===== config.mk =====
export PLATFORM = sky130hd
export DESIGN_NAME = vga_driver
export DESIGN_NICKNAME = d
export VERILOG_FILES = /design/src/rtl/vga_driver_pkg.sv /design/src/rtl/vga_timing_counter.sv /design/src/rtl/vga_driver.sv
export SDC_FILE = /design/constraint.sdc
export NUM_CORES = 1
export LEC_CHECK = 0
export CELL_PAD_IN_SITES_DETAIL_PLACEMENT = 1
export CELL_PAD_IN_SITES_GLOBAL_PLACEMENT = 2
export CORE_ASPECT_RATIO = 1.5
export CORE_MARGIN = 2
export CORE_UTILIZATION = 24
export CTS_CLUSTER_DIAMETER = 30
export CTS_CLUSTER_SIZE = 16
export DETAILED_ROUTE_END_ITERATION = 10
export MAX_ROUTING_LAYER = met4
export PLACE_DENSITY_LB_ADDON = 0.1
export SLEW_MARGIN = 20
export SYNTH_ARGS = -nofsm -noshare
export SYNTH_HDL_FRONTEND = slang
export SYNTH_SLANG_ARGS = --single-unit

===== constraint.sdc =====
create_clock -name clk -period 1.5 [get_ports clk]
set_input_delay 0.375 -clock clk [delete_from_list [all_inputs] [get_ports clk]]
set_output_delay 0.375 -clock clk [all_outputs]
set_load 0.05 [all_outputs]

===== src/rtl/vga_driver_pkg.sv =====
// Shared video constants: 640x480@60 timing, palette entries used by the video path,
// and the RRRGGGBB to 24-bit colour expansion.
package vga_driver_pkg;

    localparam int H_VISIBLE = 640;
    localparam int H_FRONT   = 16;
    localparam int H_SYNC    = 96;
    localparam int H_BACK    = 48;
    localparam int V_VISIBLE = 480;
    localparam int V_FRONT   = 10;
    localparam int V_SYNC    = 2;
    localparam int V_BACK    = 33;

    localparam int H_TOTAL = H_VISIBLE + H_FRONT + H_SYNC + H_BACK;
    localparam int V_TOTAL = V_VISIBLE + V_FRONT + V_SYNC + V_BACK;

    localparam logic [7:0] TRANSPARENT_COLOR = 8'hE3;
    localparam logic [7:0] BACKGROUND_COLOR  = 8'h7B;
    localparam logic [7:0] COLOR_RED         = 8'hE0;
    localparam logic [7:0] COLOR_YELLOW      = 8'hFC;

    typedef struct packed {
        logic [7:0] r;
        logic [7:0] g;
        logic [7:0] b;
    } rgb24_t;

    // Bit replication so full-scale 3/2-bit codes map to 8'hFF and zero stays zero.
    function automatic rgb24_t expand_rgb332(input logic [7:0] c);
        rgb24_t o;
        o.r = {c[7:5], c[7:5], c[7:6]};
        o.g = {c[4:2], c[4:2], c[4:3]};
        o.b = {c[1:0], c[1:0], c[1:0], c[1:0]};
        return o;
    endfunction

endpackage


===== src/rtl/vga_timing_counter.sv =====
// Pixel tick divider (clk/2), horizontal/vertical scan counters and the
// once-per-frame pulse that paces game logic.
module vga_timing_counter #(
    parameter int H_TOTAL = vga_driver_pkg::H_TOTAL,
    parameter int V_TOTAL = vga_driver_pkg::V_TOTAL
) (
    input  logic       clk,
    input  logic       rst,
    output logic       vga_clk,
    output logic       tick,
    output logic [9:0] h,
    output logic [9:0] v,
    output logic       frame_start
);

    localparam logic [9:0] H_LAST = 10'(H_TOTAL - 1);
    localparam logic [9:0] V_LAST = 10'(V_TOTAL - 1);

    // Counters advance while vga_clk is high, i.e. on its falling edge, so the
    // DAC sees stable data on the following rising edge.
    assign tick = vga_clk;

    always_ff @(posedge clk or posedge rst) begin
        if (rst) begin
            vga_clk     <= 1'b0;
            h           <= '0;
            v           <= '0;
            frame_start <= 1'b0;
        end else begin
            vga_clk     <= ~vga_clk;
            frame_start <= 1'b0;
            if (tick) begin
                if (h == H_LAST) begin
                    h <= '0;
                    if (v == V_LAST) begin
                        v           <= '0;
                        frame_start <= 1'b1;
                    end else begin
                        v <= v + 10'd1;
                    end
                end else begin
                    h <= h + 10'd1;
                end
            end
        end
    end

endmodule


===== src/rtl/vga_driver.sv =====
// VGA timing generator and output stage: publishes scan coordinates, registers the
// returned RRRGGGBB colour and drives the DAC with RGB888, syncs, blank and pixel clock.
module vga_driver #(
    parameter int H_VISIBLE = vga_driver_pkg::H_VISIBLE,
    parameter int H_FRONT   = vga_driver_pkg::H_FRONT,
    parameter int H_SYNC    = vga_driver_pkg::H_SYNC,
    parameter int H_BACK    = vga_driver_pkg::H_BACK,
    parameter int V_VISIBLE = vga_driver_pkg::V_VISIBLE,
    parameter int V_FRONT   = vga_driver_pkg::V_FRONT,
    parameter int V_SYNC    = vga_driver_pkg::V_SYNC,
    parameter int V_BACK    = vga_driver_pkg::V_BACK
) (
    input  logic       clk,
    input  logic       rst,
    input  logic [7:0] color_in,
    output logic [9:0] current_pixel_x,
    output logic [9:0] current_pixel_y,
    output logic [7:0] vga_r,
    output logic [7:0] vga_g,
    output logic [7:0] vga_b,
    output logic       vga_hsync,
    output logic       vga_vsync,
    output logic       vga_blank_n,
    output logic       vga_sync_n,
    output logic       vga_clk,
    output logic       frame_start
);

    import vga_driver_pkg::*;

    localparam int H_TOT = H_VISIBLE + H_FRONT + H_SYNC + H_BACK;
    localparam int V_TOT = V_VISIBLE + V_FRONT + V_SYNC + V_BACK;

    localparam logic [9:0] H_VIS_END = 10'(H_VISIBLE);
    localparam logic [9:0] V_VIS_END = 10'(V_VISIBLE);
    localparam logic [9:0] HS_START  = 10'(H_VISIBLE + H_FRONT);
    localparam logic [9:0] HS_END    = 10'(H_VISIBLE + H_FRONT + H_SYNC);
    localparam logic [9:0] VS_START  = 10'(V_VISIBLE + V_FRONT);
    localparam logic [9:0] VS_END    = 10'(V_VISIBLE + V_FRONT + V_SYNC);

    logic       tick;
    logic [9:0] h;
    logic [9:0] v;

    vga_timing_counter #(
        .H_TOTAL (H_TOT),
        .V_TOTAL (V_TOT)
    ) u_timing (
        .clk         (clk),
        .rst         (rst),
        .vga_clk     (vga_clk),
        .tick        (tick),
        .h           (h),
        .v           (v),
        .frame_start (frame_start)
    );

    assign current_pixel_x = h;
    assign current_pixel_y = v;
    assign vga_sync_n      = 1'b0;

    // Stage p0: decode the current scan position and expand the upstream colour.
    logic   visible_p0;
    logic   hsync_n_p0;
    logic   vsync_n_p0;
    rgb24_t rgb_p0;

    always_comb begin
        visible_p0 = (h < H_VIS_END) && (v < V_VIS_END);
        hsync_n_p0 = !((h >= HS_START) && (h < HS_END));
        vsync_n_p0 = !((v >= VS_START) && (v < VS_END));
        rgb_p0     = '0;
        if (visible_p0) begin
            rgb_p0 = expand_rgb332(color_in);
        end
    end

    // Stage p1: single shared register so syncs, blank and RGB stay mutually aligned.
    always_ff @(posedge clk or posedge rst) begin
        if (rst) begin
            vga_hsync   <= 1'b1;
            vga_vsync   <= 1'b1;
            vga_blank_n <= 1'b0;
            vga_r       <= '0;
            vga_g       <= '0;
            vga_b       <= '0;
        end else if (tick) begin
            vga_hsync   <= hsync_n_p0;
            vga_vsync   <= vsync_n_p0;
            vga_blank_n <= visible_p0;
            vga_r       <= rgb_p0.r;
            vga_g       <= rgb_p0.g;
            vga_b       <= rgb_p0.b;
        end
    end

endmodule


Word-level counts from Yosys, hierarchy flattened
Cells that the tools add are included.
{"block": "op_classes", "addsub": 2, "order_cmp": 6, "muxes": 6, "eq_ne": 2, "bitwise_logic": 1, "reduce_logical": 6}
{"op": "24-bit two-way mux", "count": 1}
{"op": "10-bit by 1-bit adder with 10-bit output (second input constant)", "count": 2}
{"op": "10-bit equality test (second input constant)", "count": 2}
{"op": "10-bit < comparator (second input constant)", "count": 2}
{"op": "10-bit by 9-bit < comparator with 1-bit output (second input constant)", "count": 2}
{"op": "10-bit two-way mux", "count": 2}
{"op": "10-bit greater-or-equal comparator (second input constant)", "count": 1}
{"op": "10-bit by 9-bit greater-or-equal comparator with 1-bit output (second input constant)", "count": 1}
{"op": "1-bit logical AND", "count": 3}
{"op": "1-bit two-way mux", "count": 3}
{"op": "1-bit zero test", "count": 2}
{"op": "2-bit AND reduction", "count": 1}
{"op": "1-bit NOT", "count": 1}
{"block": "totals", "register_bits": 49, "in_bits": 10, "output_inout_bits": 50, "elab_cells": 33}

Depth between registers and ports, before layout
{"block": "logic_depth", "depth_word": 4, "mapped_depth": 7}

Cells and area by module
From an unflattened synthesis, not the netlist that was laid out.
{"block": "unflattened", "cells_unflattened": 182, "area_unflattened_um2": 1854.3}
{"mod": "vga_timing_counter", "cells_each": 112, "area_per_inst_um2": 1113.6, "n_inst": 1}
{"mod": "vga_driver", "cells_each": 70, "area_per_inst_um2": 740.7, "n_inst": 1}

Worst setup path after synthesis
OpenSTA, ideal clock, no wires.
{"block": "synth_path", "path_type": "register to register", "from": "register u_timing.h[0]", "to": "register u_timing.v[9]", "setup_slack_ps": -533, "t_arrival_ps": 1955, "setup_time_ps": 77, "required_time_ps": 1423, "period_less_slack_ps": 2033, "path_stages_with_launch": 7, "cell_sequence": "dfrtp_1 -> ha_1 -> and4_1 -> buf_4 -> nand3_4 -> or4_1 -> a21oi_1"}
{"block": "synth_between", "elab_chain_cells": 2}
{"item": "from (decl)", "line": "vga_timing_counter.sv:11", "source": "output logic [9:0] h,"}
{"item": "from (signal assigned)", "line": "vga_timing_counter.sv:42", "source": "h <= h + 10'd1;"}
{"item": "10-bit equality test", "line": "vga_timing_counter.sv:33", "source": "if (h == H_LAST) begin"}
{"item": "2-bit AND reduction (no source line)"}
{"item": "to (signal assigned)", "line": "vga_timing_counter.sv:39", "source": "v <= v + 10'd1;"}
{"item": "to (decl)", "line": "vga_timing_counter.sv:12", "source": "output logic [9:0] v,"}
No other way between the ends.
A chain may end at the register's enable or synchronous reset.

Worst setup path in the final report
{"block": "layout_path", "from": "register u_timing.h[1]", "to": "register u_timing.v[9]"}
Same word-level chain as after synthesis.

==> results.ini <==
[clock_tree]
cts_buffer_depth = 2
clk_pin_slew_ns = 0.07
cts_buffers = 5
cts_tree = done
htree_levels = 2
clkLatencyLatePin_ns = 0.28
clock-sinks = 33
root_buffer = clkbuf_8

[cells_and_area]
fin_area_um2 = 3122
diodes = 0
syn2layout_area_growth_pct = 88.02
fin_nets = 246
mostFrequentLayoutCell = buf_12
drive_above_1_share = 0.5451
final_cell_mix = buf_12 (50), buf_4 (31), dfrtp_2 (16), dfrtp_1 (15), nor2_1 (11)

[power_and_ir_drop]
p_per_area_nw_per_um2 = 636.4
irDropWorstVdd_uv = 308.9
leakage_nw = 1.410
p_total_mw = 1.987

[timing]
report.final.slew_viol_count = 0
fmax_mhz = 651.3
finalHoldViolCount = 0
timing.final.ws_setup_ns = -0.03531
skew_ns = 0.006635
hold_slack_ns = 0.4347
setup_viol = 1
rsz0062_at_grt = true
finalCritPeriodShare = 1.024
min_period_ns = 1.535

[detailed_routing]
drtPass1Iterations = 4
drc = 0
avgRoutedWirePerCell_um = 15.61
drt_wl_total_mm = 4.856
met3_length_um = 196
drt-met1-wl_mm = 1.721
drt_iter0_drc = 17
vias = 1430
highest_layer = met4
vias_per_cell = 4.598
route.met2.wl_mm = 2.871
antenna_left = 0

[synth]
synth_top_family_by_area = simple AND/OR/NAND/NOR gates
syn_inst = 155
synth-xor-area-share = 0.07385
synth_top_area_share = 0.4672
yosysTopAreaCell = dfrtp_1
synth_compound_area_frac = 0.08139
synth-simple-area-share = 0.1982
ys_warn_count = 0
yosysSeqAreaShare = 0.4989
syn_area_per_cell_um2 = 10.71
synthMuxAreaShare = 0.006029
synth_area_leaders = dfrtp_1 (47%), buf_4 (8.1%), a22o_1 (4.2%)
syn_area_um2 = 1660
synth_nets = 169
synth_adder_area_share = 0.03014
ys_ff_latch = 33
yosysUniqueCellTypes = 36

[grt]
grt_pass1_wl_mm = 8.052
track_usage = 0.1412
grt_pass1_vias = 1605
grt_max_degree = 34
grt_overflow_total = 0
antenna_found_initial = 0

[placed_design]
dpl-instance-area_um2 = 2963
portBuffers = 58
dp_hpwl_mm = 3.917
gp_congestion = 0.8233
dpl_worst_slack_ns = -0.1209

[critical_path]
r2r_start = u_timing.h[1]
cp_slowest_cell = or4_4
max_stage_delay_ns = 0.48
crit_buf_inv = 0
reg2reg_to = u_timing.v[9]
critPathLaunch = u_timing.h[1]
rrSetupSlack_ns = -0.04
startpoint_type = register
crit_fanout = 3
reg2regPathDepth = 5
critical-path-top-delay-family = simple AND/OR/NAND/NOR gates
path_class = reg -> reg
arrival_ns = 1.75
critPathCaptureType = register
crit_required_ns = 1.71
path_cells = ha_4, and4_4, nand3_4, or4_4, a21oi_2

[die]
initial_core_util = 0.2456
dieArea_um2 = 7613
dieHeight_um = 105.9
io_pins = 60
core_um2 = 6759
fp-row-count = 37
die_w_um = 71.91

[run_status]
violations = negative setup slack
outcome = finished with violations

[job]
drv_cap = 0

[worst_hold_path]
hold_class = in -> async

[final cells by class]
class | instances | area, µm²
Clock inverter | 1 | 5.005
Tap cell | 78 | 97.59
Inverter | 6 | 22.52
Clock buffer | 7 | 96.34
Sequential cell | 33 | 848.3
Multi-Input combinational cell | 94 | 705.7
Timing Repair Buffer | 92 | 1346
Fill cell | 691 | 3637
[registers in the layout, indices dropped and copies added (netlist names)]
signal and cells:
u_timing.v 10, vga_b 2, vga_g 3, u_timing.h 10, u_timing.tick 1, vga_hsync 1, vga_r 3, vga_vsync 1
vga_blank_n 1, u_timing.frame_start 1
[kinds of logic (layout without fill, tap and decap cells)]
logic type / Yosys count / in the layout
multiplexers: 1 / 1
buffers and inverters: 28 / 106
adder cells (fa/ha/maj): 4 / 4
flip-flops: 33 / 33
other: 1 / 1
AO/OA/AOI/OAI: 20 / 20
XOR/XNOR: 14 / 14
AND/OR/NAND/NOR: 54 / 54
[stage by stage]
step / util / TNS [ns] / std cells
after floorplan: - / -1.007 / 155
after global placement: 0.4384 / -0.09542 / 301
after detailed placement: 0.4384 / -0.5186 / 301
after CTS: 0.4593 / -0.03397 / 311
after global routing: 0.4619 / -0.2613 / 311
final: 0.4619 / -0.03531 / 311
[worst reg2reg max path: stages, from the launching register on]
cell and delay (ns):
dfrtp_2 0.40, ha_4 0.15, and4_4 0.23, nand3_4 0.07, or4_4 0.48, a21oi_2 0.13
[layer usage]
| layer | up-vias | GRT usage |
|---|---|---|
| met5 | - | - |
| met4 | 0 | 0.04852 |
| met3 | 7 | 0.02486 |
| met2 | 46 | 0.2652 |
| met1 | 701 | 0.1429 |
| li1 | 676 | - |
[power breakdown]
group	switching, mW	total [mW]	internal [mW]
clock	0.324	0.738	0.415
combinational	0.163	0.319	0.156
sequential	0.0295	0.930	0.900
[repair_timing]
action,in CTS,in global routing
hold buffers,0,0
endpoints found under the setup margin,17,9
pin swaps,1,3
gates resized for setup,8,6
buffers inserted,2,0
[synth_stat cells (all sizes together)]
cell type	instances
a21oi	4
xnor2	7
o31ai	1
and4	3
o21ai	6
nor4	1
mux2i	1
a22o	8
nor2	13
dfrtp	31
nor4b	1
nor3	2
nand3	8
dfstp	2
buf	20
nor3b	1
nand3b	1
ha	4
and4b	2
and3	5
a21o	1
conb	1
nand4	8
inv	6
xor2	7
or4	1
or3	1
clkbuf	2
nand2	7
[worst max-delay path by stage]
| stage | end | slack, ns | cells past startpoint |
|---|---|---|---|
| global placement | u_timing.v[9] | -0.05 | 5 |
| global route | u_timing.v[9] | -0.09 | 5 |
| floorplan | u_timing.v[9] | -0.27 | 6 |
| finish | u_timing.v[9] | -0.04 | 5 |
| detailed placement | u_timing.v[9] | -0.12 | 5 |
| CTS | u_timing.v[9] | -0.03 | 5 |
Power figures use the tool's default switching activity.
